[src/rtl/fir_frame_ctrl.sv]
// Frame sequencer for a FIR datapath: buffers samples in a FIFO, clears the
// filter before each frame, streams FRAME_LEN samples followed by TAPS-1
// flush zeros, and tags the filter output with valid/last.
// Optional feature: define FIR_CTRL_ABORT_EN to add the abort input.
module fir_frame_ctrl #(
  parameter int unsigned DATA_W    = 32,
  parameter int unsigned DEPTH     = 8,
  parameter int unsigned FRAME_LEN = 4,
  parameter int unsigned TAPS      = 4,
  parameter int unsigned START_LVL = 4,
  parameter int unsigned LAT       = 1
) (
  input  logic              clk,
  input  logic              rst,
`ifdef FIR_CTRL_ABORT_EN
  input  logic              abort,
`endif
  input  logic              s_valid,
  input  logic [DATA_W-1:0] s_data,
  output logic              s_ready,
  output logic [DATA_W-1:0] filt_x,
  output logic              filt_rst,
  input  logic [DATA_W-1:0] filt_dout,
  output logic              m_valid,
  output logic [DATA_W-1:0] m_data,
  output logic              m_last,
  output logic              busy,
  output logic              frame_done,
  output logic              underrun
);

  localparam int unsigned AW     = (DEPTH > 1) ? $clog2(DEPTH) : 1;
  localparam int unsigned CNTW   = $clog2(DEPTH + 1);
  localparam int unsigned MaxA   = (FRAME_LEN > TAPS) ? FRAME_LEN : TAPS;
  localparam int unsigned MaxSeq = (MaxA > LAT) ? MaxA : LAT;
  localparam int unsigned SW     = $clog2(MaxSeq + 1);

  typedef enum logic [2:0] {StIdle, StClear, StFeed, StFlush, StDrain, StDone} state_e;

  state_e              state_q, state_d;
  logic [SW-1:0]       seq_q, seq_d;
  logic [DATA_W-1:0]   mem_q [DEPTH];
  logic [AW-1:0]       wptr_q, wptr_d, rptr_q, rptr_d;
  logic [CNTW-1:0]     cnt_q, cnt_d;
  logic                und_q, und_d;
  logic                done_q, done_d;
  logic [LAT-1:0]      tag_q, tag_d, last_q, last_d;
  logic                full, empty, push, pop;
  logic                tag_in, last_in, abort_w;
  logic [DATA_W-1:0]   x_d;

`ifdef FIR_CTRL_ABORT_EN
  assign abort_w = abort;
`else
  assign abort_w = 1'b0;
`endif

  // FIFO occupancy and pointers; s_ready looks only at full
  always_comb begin
    full   = (cnt_q == CNTW'(DEPTH));
    empty  = (cnt_q == '0);
    push   = s_valid & ~full;
    pop    = (state_q == StFeed) & ~empty;
    wptr_d = wptr_q;
    rptr_d = rptr_q;
    cnt_d  = cnt_q;
    if (push) wptr_d = (wptr_q == AW'(DEPTH - 1)) ? '0 : wptr_q + 1'b1;
    if (pop)  rptr_d = (rptr_q == AW'(DEPTH - 1)) ? '0 : rptr_q + 1'b1;
    case ({push, pop})
      2'b10:   cnt_d = cnt_q + 1'b1;
      2'b01:   cnt_d = cnt_q - 1'b1;
      default: cnt_d = cnt_q;
    endcase
  end

  // Frame sequencing: next state, sample counter, tag issue and filter input
  always_comb begin
    state_d = state_q;
    seq_d   = seq_q;
    tag_in  = 1'b0;
    last_in = 1'b0;
    x_d     = '0;
    unique case (state_q)
      StIdle: begin
        if (cnt_q >= CNTW'(START_LVL)) state_d = StClear;
      end
      StClear: begin
        seq_d   = '0;
        state_d = StFeed;
      end
      StFeed: begin
        tag_in  = 1'b1;
        x_d     = empty ? '0 : mem_q[rptr_q];
        last_in = (TAPS == 1) && (seq_q == SW'(FRAME_LEN - 1));
        if (seq_q == SW'(FRAME_LEN - 1)) begin
          seq_d   = '0;
          state_d = (TAPS == 1) ? StDone : StFlush;
        end else begin
          seq_d = seq_q + 1'b1;
        end
      end
      StFlush: begin
        tag_in  = 1'b1;
        last_in = (seq_q == SW'(TAPS - 2));
        if (last_in) begin
          seq_d   = '0;
          state_d = StDrain;
        end else begin
          seq_d = seq_q + 1'b1;
        end
      end
      StDrain: begin
        // Hold until every issued tag has left the LAT-deep pipeline
        if (seq_q == SW'(LAT - 1)) begin
          seq_d   = '0;
          state_d = StDone;
        end else begin
          seq_d = seq_q + 1'b1;
        end
      end
      StDone: state_d = StIdle;
      default: state_d = StIdle;
    endcase
    // Abort: the tag issued this cycle (if any) becomes the frame's last
    if (abort_w && (state_q == StClear || state_q == StFeed || state_q == StFlush)) begin
      state_d = StDrain;
      seq_d   = '0;
      last_in = tag_in;
    end
  end

  // Tag pipeline shift, sticky underrun and done pulse next-state
  always_comb begin
    tag_d[0]  = tag_in;
    last_d[0] = last_in;
    for (int unsigned i = 1; i < LAT; i++) begin
      tag_d[i]  = tag_q[i-1];
      last_d[i] = last_q[i-1];
    end
    und_d  = und_q | ((state_q == StFeed) & empty);
    done_d = (state_d == StDone);
  end

  // Control state registers with synchronous reset
  always_ff @(posedge clk) begin
    if (rst) begin
      state_q <= StIdle;
      seq_q   <= '0;
      wptr_q  <= '0;
      rptr_q  <= '0;
      cnt_q   <= '0;
      und_q   <= 1'b0;
      done_q  <= 1'b0;
      tag_q   <= '0;
      last_q  <= '0;
    end else begin
      state_q <= state_d;
      seq_q   <= seq_d;
      wptr_q  <= wptr_d;
      rptr_q  <= rptr_d;
      cnt_q   <= cnt_d;
      und_q   <= und_d;
      done_q  <= done_d;
      tag_q   <= tag_d;
      last_q  <= last_d;
    end
  end

  // FIFO storage; contents are don't-care until written
  always_ff @(posedge clk) begin
    if (push) mem_q[wptr_q] <= s_data;
  end

  assign s_ready    = ~full;
  assign filt_x     = x_d;
  assign filt_rst   = rst | (state_q == StClear);
  assign busy       = (state_q != StIdle);
  assign frame_done = done_q;
  assign underrun   = und_d;
  assign m_valid    = tag_q[LAT-1];
  assign m_last     = tag_q[LAT-1] & last_q[LAT-1];
  assign m_data     = m_valid ? filt_dout : '0;

endmodule

[config.mk]
export PLATFORM = sky130hd
export DESIGN_NAME = fir_frame_ctrl
export DESIGN_NICKNAME = d
export VERILOG_FILES = /design/src/rtl/fir_frame_ctrl.sv
export SDC_FILE = /design/constraint.sdc
export NUM_CORES = 1
export LEC_CHECK = 0
export ABC_AREA = 1
export ABC_CLOCK_PERIOD_IN_PS = 3100
export BUFFER_PORTS_ARGS = -buffer_cell sky130_fd_sc_hd__clkbuf_2
export CORE_MARGIN = 2
export CORE_UTILIZATION = 58
export CTS_CLUSTER_SIZE = 28
export DETAILED_ROUTE_END_ITERATION = 8
export PLACE_DENSITY = 0.82
export REMOVE_ABC_BUFFERS = 1
export SLEW_MARGIN = 25
export SYNTH_ARGS = -nofsm -noshare
export SYNTH_HDL_FRONTEND = slang
export SYNTH_SLANG_ARGS = --single-unit
[constraint.sdc]
create_clock -name clk -period 3.1 [get_ports clk]
set_clock_uncertainty 0.05 [all_clocks]
set_input_delay 0.155 -clock clk [delete_from_list [all_inputs] [get_ports clk]]
set_output_delay 0.155 -clock clk [all_outputs]
set_load 0.01 [all_outputs]
==> results of run 1 <==
==> where the power goes <==
group,leakage (nW),switching (mW),internal (mW)
clock,0.490,1.35,2.26
combinational,2.34,1.65,0.803
sequential,2.51,0.193,4.41
==> layer usage <==
layer | track usage (%) | up-vias
met5 | 0 | -
met4 | 7.87 | 0
met1 | 32.4 | 3782
met2 | 41.1 | 362
li1 | - | 3801
met3 | 3.75 | 48
==> critical path, cell delays in order (launching register included) <==
cell	delay, ns
dfxtp_2	0.68
buf_12	0.36
o21ai_0	0.20
o211ai_1	0.28
nand2_1	0.11
nor2_1	0.15
clkbuf_2	0.17
==> cell families (layout without fill, tap and decap cells) <==
| group | Yosys count | in the layout | synth area share, % |
|---|---|---|---|
| buffers and inverters | 118 | 299 | 4.61 |
| adder cells (fa/ha/maj) | 12 | 12 | 1.31 |
| flip-flops | 279 | 279 | 70.8 |
| AND/OR/NAND/NOR | 370 | 370 | 12.6 |
| XOR/XNOR | 2 | 2 | 0.152 |
| AO/OA/AOI/OAI | 214 | 214 | 10.5 |
==> state kept, by name, summed over array words and instances (netlist names), named ones only <==
signal and flops:
und_q 1, rptr_q 3, last_q 1, mem_q 256, m_valid 1, cnt_q 4
state_q 3, wptr_q 3, frame_done 1, seq_q 3
==> through the flow <==
stage,area (sq um),hold slack [ns]
after global placement,12500,0.378
after CTS,13800,0.00468
after detailed placement,12500,0.382
final,13800,0.00875
after global routing,13800,0.0548
after floorplan,11200,0.174
==> cell usage in the layout (no fill, tap or decap), types with 2 or more instances in the layout <==
cell | Yosys | final
a21oi_1 | 8 | 8
buf_12 | 0 | 8
buf_4 | 11 | 9
bufinv_16 | 0 | 7
clkbuf_1 | 29 | 5
clkbuf_16 | 0 | 28
clkbuf_2 | 4 | 137
clkinv_1 | 0 | 4
clkinv_2 | 0 | 6
dfxtp_1 | 23 | 20
dfxtp_2 | 0 | 2
dlygate4sd3_1 | 0 | 33
edfxtp_1 | 256 | 256
ha_1 | 12 | 12
inv_1 | 58 | 58
inv_2 | 3 | 2
nand2_1 | 87 | 87
nand3_1 | 17 | 17
nor2_1 | 259 | 251
nor2_4 | 1 | 9
nor4_1 | 2 | 2
o211ai_1 | 32 | 32
o21ai_0 | 132 | 132
o21ai_1 | 5 | 5
o22ai_1 | 33 | 33
xnor2_1 | 2 | 2
==> worst min path at each step <==
stage                     depth (start not counted)                      to        from
after floorplan                                   1        und_q$_SDFF_PP0_         rst
after global placement                            1  mem_q[2][23]$_DFFE_PP_  s_data[23]
after detailed placement                          1   mem_q[2][3]$_DFFE_PP_   s_data[3]
after CTS                                         3  wptr_q[2]$_SDFFE_PP0P_     s_valid
after global routing                              3  wptr_q[2]$_SDFFE_PP0P_     s_valid
final                                             3  wptr_q[2]$_SDFFE_PP0P_     s_valid
==> cell type report <==
type | instances | share of cell area (%)
Sequential cell | 279 | 58.9
Multi-Input combinational cell | 598 | 20.8
Timing Repair Buffer | 187 | 8.98
Clock buffer | 34 | 5.30
Tap cell | 265 | 2.40
Clock inverter | 17 | 1.93
Inverter | 61 | 1.66
==> metrics, run 1 <==
uppermost layer routed=met4; Clock Sinks=279; drt initial violations=816; most frequent cell after synthesis=nor2_1; cts hold-fix bufs=33; postcts setup bufs=0; Final HPWL DP=between 10 and 15 mm; Post-layout nets=1234; root buf cell=clkbuf_16; share of post-route cells with drive strength above 1=18.1%; Worst setup EP type=primary output; hold crit path type=input pin to flip-flop; post-synth top area cell=edfxtp_1; CP endpoint=filt_x[19]; register area share after synthesis=70.8%; number of global-route vias before repair=7580; synth warn=0; area taken by multi-input logic gates=a little under 3000 sq um; first-pass GRT wire length=roughly 39 mm; met3 wire length=between 1.5 and 2 mm; Cell Pwr Density=771 nW/um^2; clock latency on the worst-skew pair=0.54 ns; post-DR vias/cell=5.55; Overall Power=10.7 mW; via count=approximately 8k; IO Count=around 140; Leak Pwr=approximately 5.3 nW; GRT Util Overall=approximately a quarter; port buffer count=137; Distinct cells, synth=29; max-slew violation count=0; worst-margin pin slew=0.987 ns; met1 WL=a little over 10 mm; pre-CTS setup slack=0.740 ns; Reg area=8150 sq um; die width=145 um; Setup Viol. Count Final=0; DIE HEIGHT=about 140 um; Crit path required time=just under 3 ns; Avg WL per Cell=17.7 um; Post-synth top cells=nor2_1, edfxtp_1, o21ai_0; Util after Layout=71.1%; EDFF count, synth=256; Clock Path Buffers=3; Yosys reg bits=279; # fillers=1282; Synth async-reset ratio=0%; worst slew margin relative to its limit=roughly 34%; num rows=51; Pre-Repair DR Iteration Count=5; worst r2r dst=cnt_q[2]$_SDFFE_PP0P_; post-CTS resize count=0; WL met2=12.9 mm; Crit path arrival time=2.51 ns; worst r2r src=state_q[2]$_SDFF_PP0_; TritonCTS clock tree=done; Congestion Overflow GR=0; Synth-to-Final Area Change=20.4%; WL final=between 20 and 30 mm; Final Hold Vio Count=0; Post-synth top flop=edfxtp_1; cells after synthesis=995; die footprint=21000 sq um; fin worst setup slack=roughly 0.39 ns; part of the cycle the worst path needs=87.5%; H-tree Lvls=1; Post-DRT Antenna Nets=0; Starting Density=59.1%; largest cells by area after synthesis=edfxtp_1, nor2_1, o21ai_0; Clock transition at path regs=0.06 ns; placed cells=around 1.4k; syn_area_per_cell=~12 sq um; MaxCap Viol Count=0; RSZ-0062 raised after global routing=false; Cell Area, Synth=11500 sq um; maximum number of pins on one net before global-route repair=129; post-route minimum period=~2.7 ns; fmax=0.369 GHz; setup slack, reg-to-reg=approximately 0.67 ns; status=finished, final reports clean; Peak supply drop=603 uV; Max FO, Critical Path=73; antenna diode count=0; Register-to-Register Path Depth=14; RD Place Congestion=between 0.8 and 0.9; worst setup path class=flip-flop to primary output; Setup TNS=0 ns; Final Non-Filler Cells=approximately 1.4k; initial antenna violation count=0; post-synth top area share=66.8%; Post-route DRC=0; CTS buffer count=28; Core ar.=19500 sq um; Startpoint Class=flip-flop
Note: power is estimated with default switching activity, not from simulation.
==> run 2: changes to the inputs <==
- CORE_UTILIZATION: 58 -> 60
- CTS_BUF_LIST: unset -> sky130_fd_sc_hd__clkbuf_4
- PLACE_DENSITY: 0.82 -> 0.84
==> run 2 against run 1 <==
Against the previous run:
- setup slack got worse by 0.042 ns
- register-to-register slack improved by 0.19 ns
- critical path depth grew 2
- clock-buffer cell count increased by 59
- critical endpoint is now filt_x[4]
- non-clock buffer count increased by 3
- core utilization grew 1.2 points
- final cell count increased by 2.2%
==> metrics, run 2 (synthesis results as in run 1) <==
status=finished, final reports clean; TritonCTS clock tree=done; port buffer count=137 (unchanged); via count=8297 (+3.8%); post-CTS resize count=0 (unchanged); Overall Power=9.85 mW (-7.6%); Setup Viol. Count Final=0 (unchanged); Util after Layout=72.4% (+1.2 points); GRT Util Overall=25.3% (+1.1 points); Clock Path Buffers=3 (unchanged); die width=142 um (-1.6%); Core ar.=18800 sq um (-3.6%); die footprint=20300 sq um (-3.2%); Starting Density=61.3% (+2.2 points); Largest register FFs=256 (unchanged); most common cell after layout, fill and taps aside=edfxtp_1; met1 Use GR=32.3% (-0.042 points); worst r2r dst=mem_q[1][10]$_DFFE_PP_; Top Registers=mem_q x256, cnt_q x4; Post-DRT Antenna Nets=0 (unchanged); initial antenna violation count=0 (unchanged); Worst setup EP type=primary output; Post-layout nets=1279 (+3.6%); WL final=25.4 mm (-0.42%); Crit path arrival time=2.55 ns (+0.04 ns); fmax=0.363 GHz (-1.5%); worst-margin pin slew=0.575 ns (-0.412 ns); global routing's busiest layer=met2; Max FO, Critical Path=33 (-55%); RD Place Congestion=0.792 (-6.0%); CTS buffer count=70 (+150%); most frequent cells in the layout=edfxtp_1, nor2_1, clkbuf_2; worst slew margin relative to its limit=61.7% (+28 points); final instance area=13600 sq um (-1.9%); RSZ-0062 raised after global routing=false; share of post-route cells with drive strength above 1=22.0% (+3.9 points); maximum number of pins on one net before global-route repair=97 (-25%); antenna diode count=0 (unchanged); Leak Pwr=5.33 nW (-0.14%); first-pass GRT wire length=39.7 mm (+2.4%); Startpoint Class=flip-flop; hold crit path type=input pin to flip-flop; Crit path required time=2.89 ns (about the same); most flop-heavy register=mem_q; worst setup path class=flip-flop to primary output; post-route minimum period=2.75 ns (+0.0417 ns); grt met3 use=4.54% (+0.79 points); Avg WL per Cell=17.3 um (-2.5%); post-DR vias/cell=5.64 (+1.6%); setup slack, reg-to-reg=0.86 ns (+0.19 ns); Final Hold Vio Count=0 (unchanged); Clock Sinks=279 (unchanged); DP Area=12500 sq um (-0.49%); Synth-to-Final Area Change=18.1%; Post-route DRC=0 (unchanged); DIE HEIGHT=142 um (-1.6%); met2 track utilization from global routing=42.9% (+1.8 points); drt initial violations=847 (+3.8%); clock latency on the worst-skew pair=0.66 ns (+0.12 ns); Cell Pwr Density=725 nW/um^2 (-5.9%); H-tree Lvls=3 (+2); Pre-Repair DR Iteration Count=5 (unchanged); root buf cell=clkbuf_4; CP endpoint=filt_x[4]; max-slew violation count=0 (unchanged); MaxCap Viol Count=0 (unchanged); Final HPWL DP=14.3 mm (+0.93%); Peak supply drop=439 uV (-27%); Clock transition at path regs=0.08 ns (+0.02 ns); # fillers=1249 (-2.6%); num rows=50 (-2.0%); IO Count=138 (unchanged); worst r2r src=cnt_q[2]$_SDFFE_PP0P_; Congestion Overflow GR=0 (unchanged); number of global-route vias before repair=8216 (+8.4%); part of the cycle the worst path needs=88.8% (+1.3 points); Register-to-Register Path Depth=7 (-7)
run 2: cell type report:
| type | count | area [sq um] | share of cell area, % |
|---|---|---|---|
| clock inverter | 17 | 91.3 | 0.672 |
| timing repair buffer | 190 | 1230 | 9.06 |
| multi-input combinational | 598 | 2880 | 21.2 |
| tap | 234 | 293 | 2.16 |
| clock buffer | 93 | 698 | 5.14 |
| sequential | 279 | 8160 | 60.0 |
| inverter | 61 | 230 | 1.70 |
run 2: report_power, final:
part	internal, mW	switching [mW]	total, mW
combinational	0.797	1.65	2.44
sequential	4.41	0.179	4.59
clock	1.46	1.35	2.82
run 2: how the worst min path moves through the flow:
stage,depth (start not counted),startpoint,endpoint
floorplan,1,rst,und_q$_SDFF_PP0_
detailed placement,1,s_data[17],mem_q[3][17]$_DFFE_PP_
global route,2,s_data[19],mem_q[5][19]$_DFFE_PP_
global placement,1,s_data[31],mem_q[3][31]$_DFFE_PP_
CTS,2,s_data[17],mem_q[0][17]$_DFFE_PP_
finish,2,s_data[0],mem_q[5][0]$_DFFE_PP_
run 2: critical path, stage by stage (launching register included):
cell and delay (ns):
dfxtp_4 0.54, buf_4 0.42, nor2_1 0.10, nor2_1 0.10, o21ai_0 0.12, o211ai_1 0.13
nand2_1 0.09, nor2_1 0.22, clkbuf_2 0.18
run 2: layer usage:
layer / wire (um) / share of wire, %
met3: 2210 / 8.7
met4: 564 / 2.2
met2: 12900 / 51
met1: 9760 / 38
met5: 0 / 0
run 2: metrics by stage:
step | setup slack [ns] | hold slack (ns) | std cells | setup TNS, ns
2_1_floorplan | -1.15 | 0.174 | 938 | -36.71
3_5_place_dp | 0.870 | 0.387 | 1328 | 0
6_report | 0.347 | 0.278 | 1472 | 0
4_1_cts | 0.346 | 0.226 | 1472 | 0
3_3_place_gp | 0.989 | 0.377 | 1328 | 0
5_1_grt | 0.202 | 0.265 | 1472 | 0
run 2: repair_timing:
| action | 4_1_cts | 5_1_grt |
|---|---|---|
| hold buffers | 34 | 0 |
| buffers inserted | 0 | 0 |
| endpoints found under the hold margin | 270 | 0 |
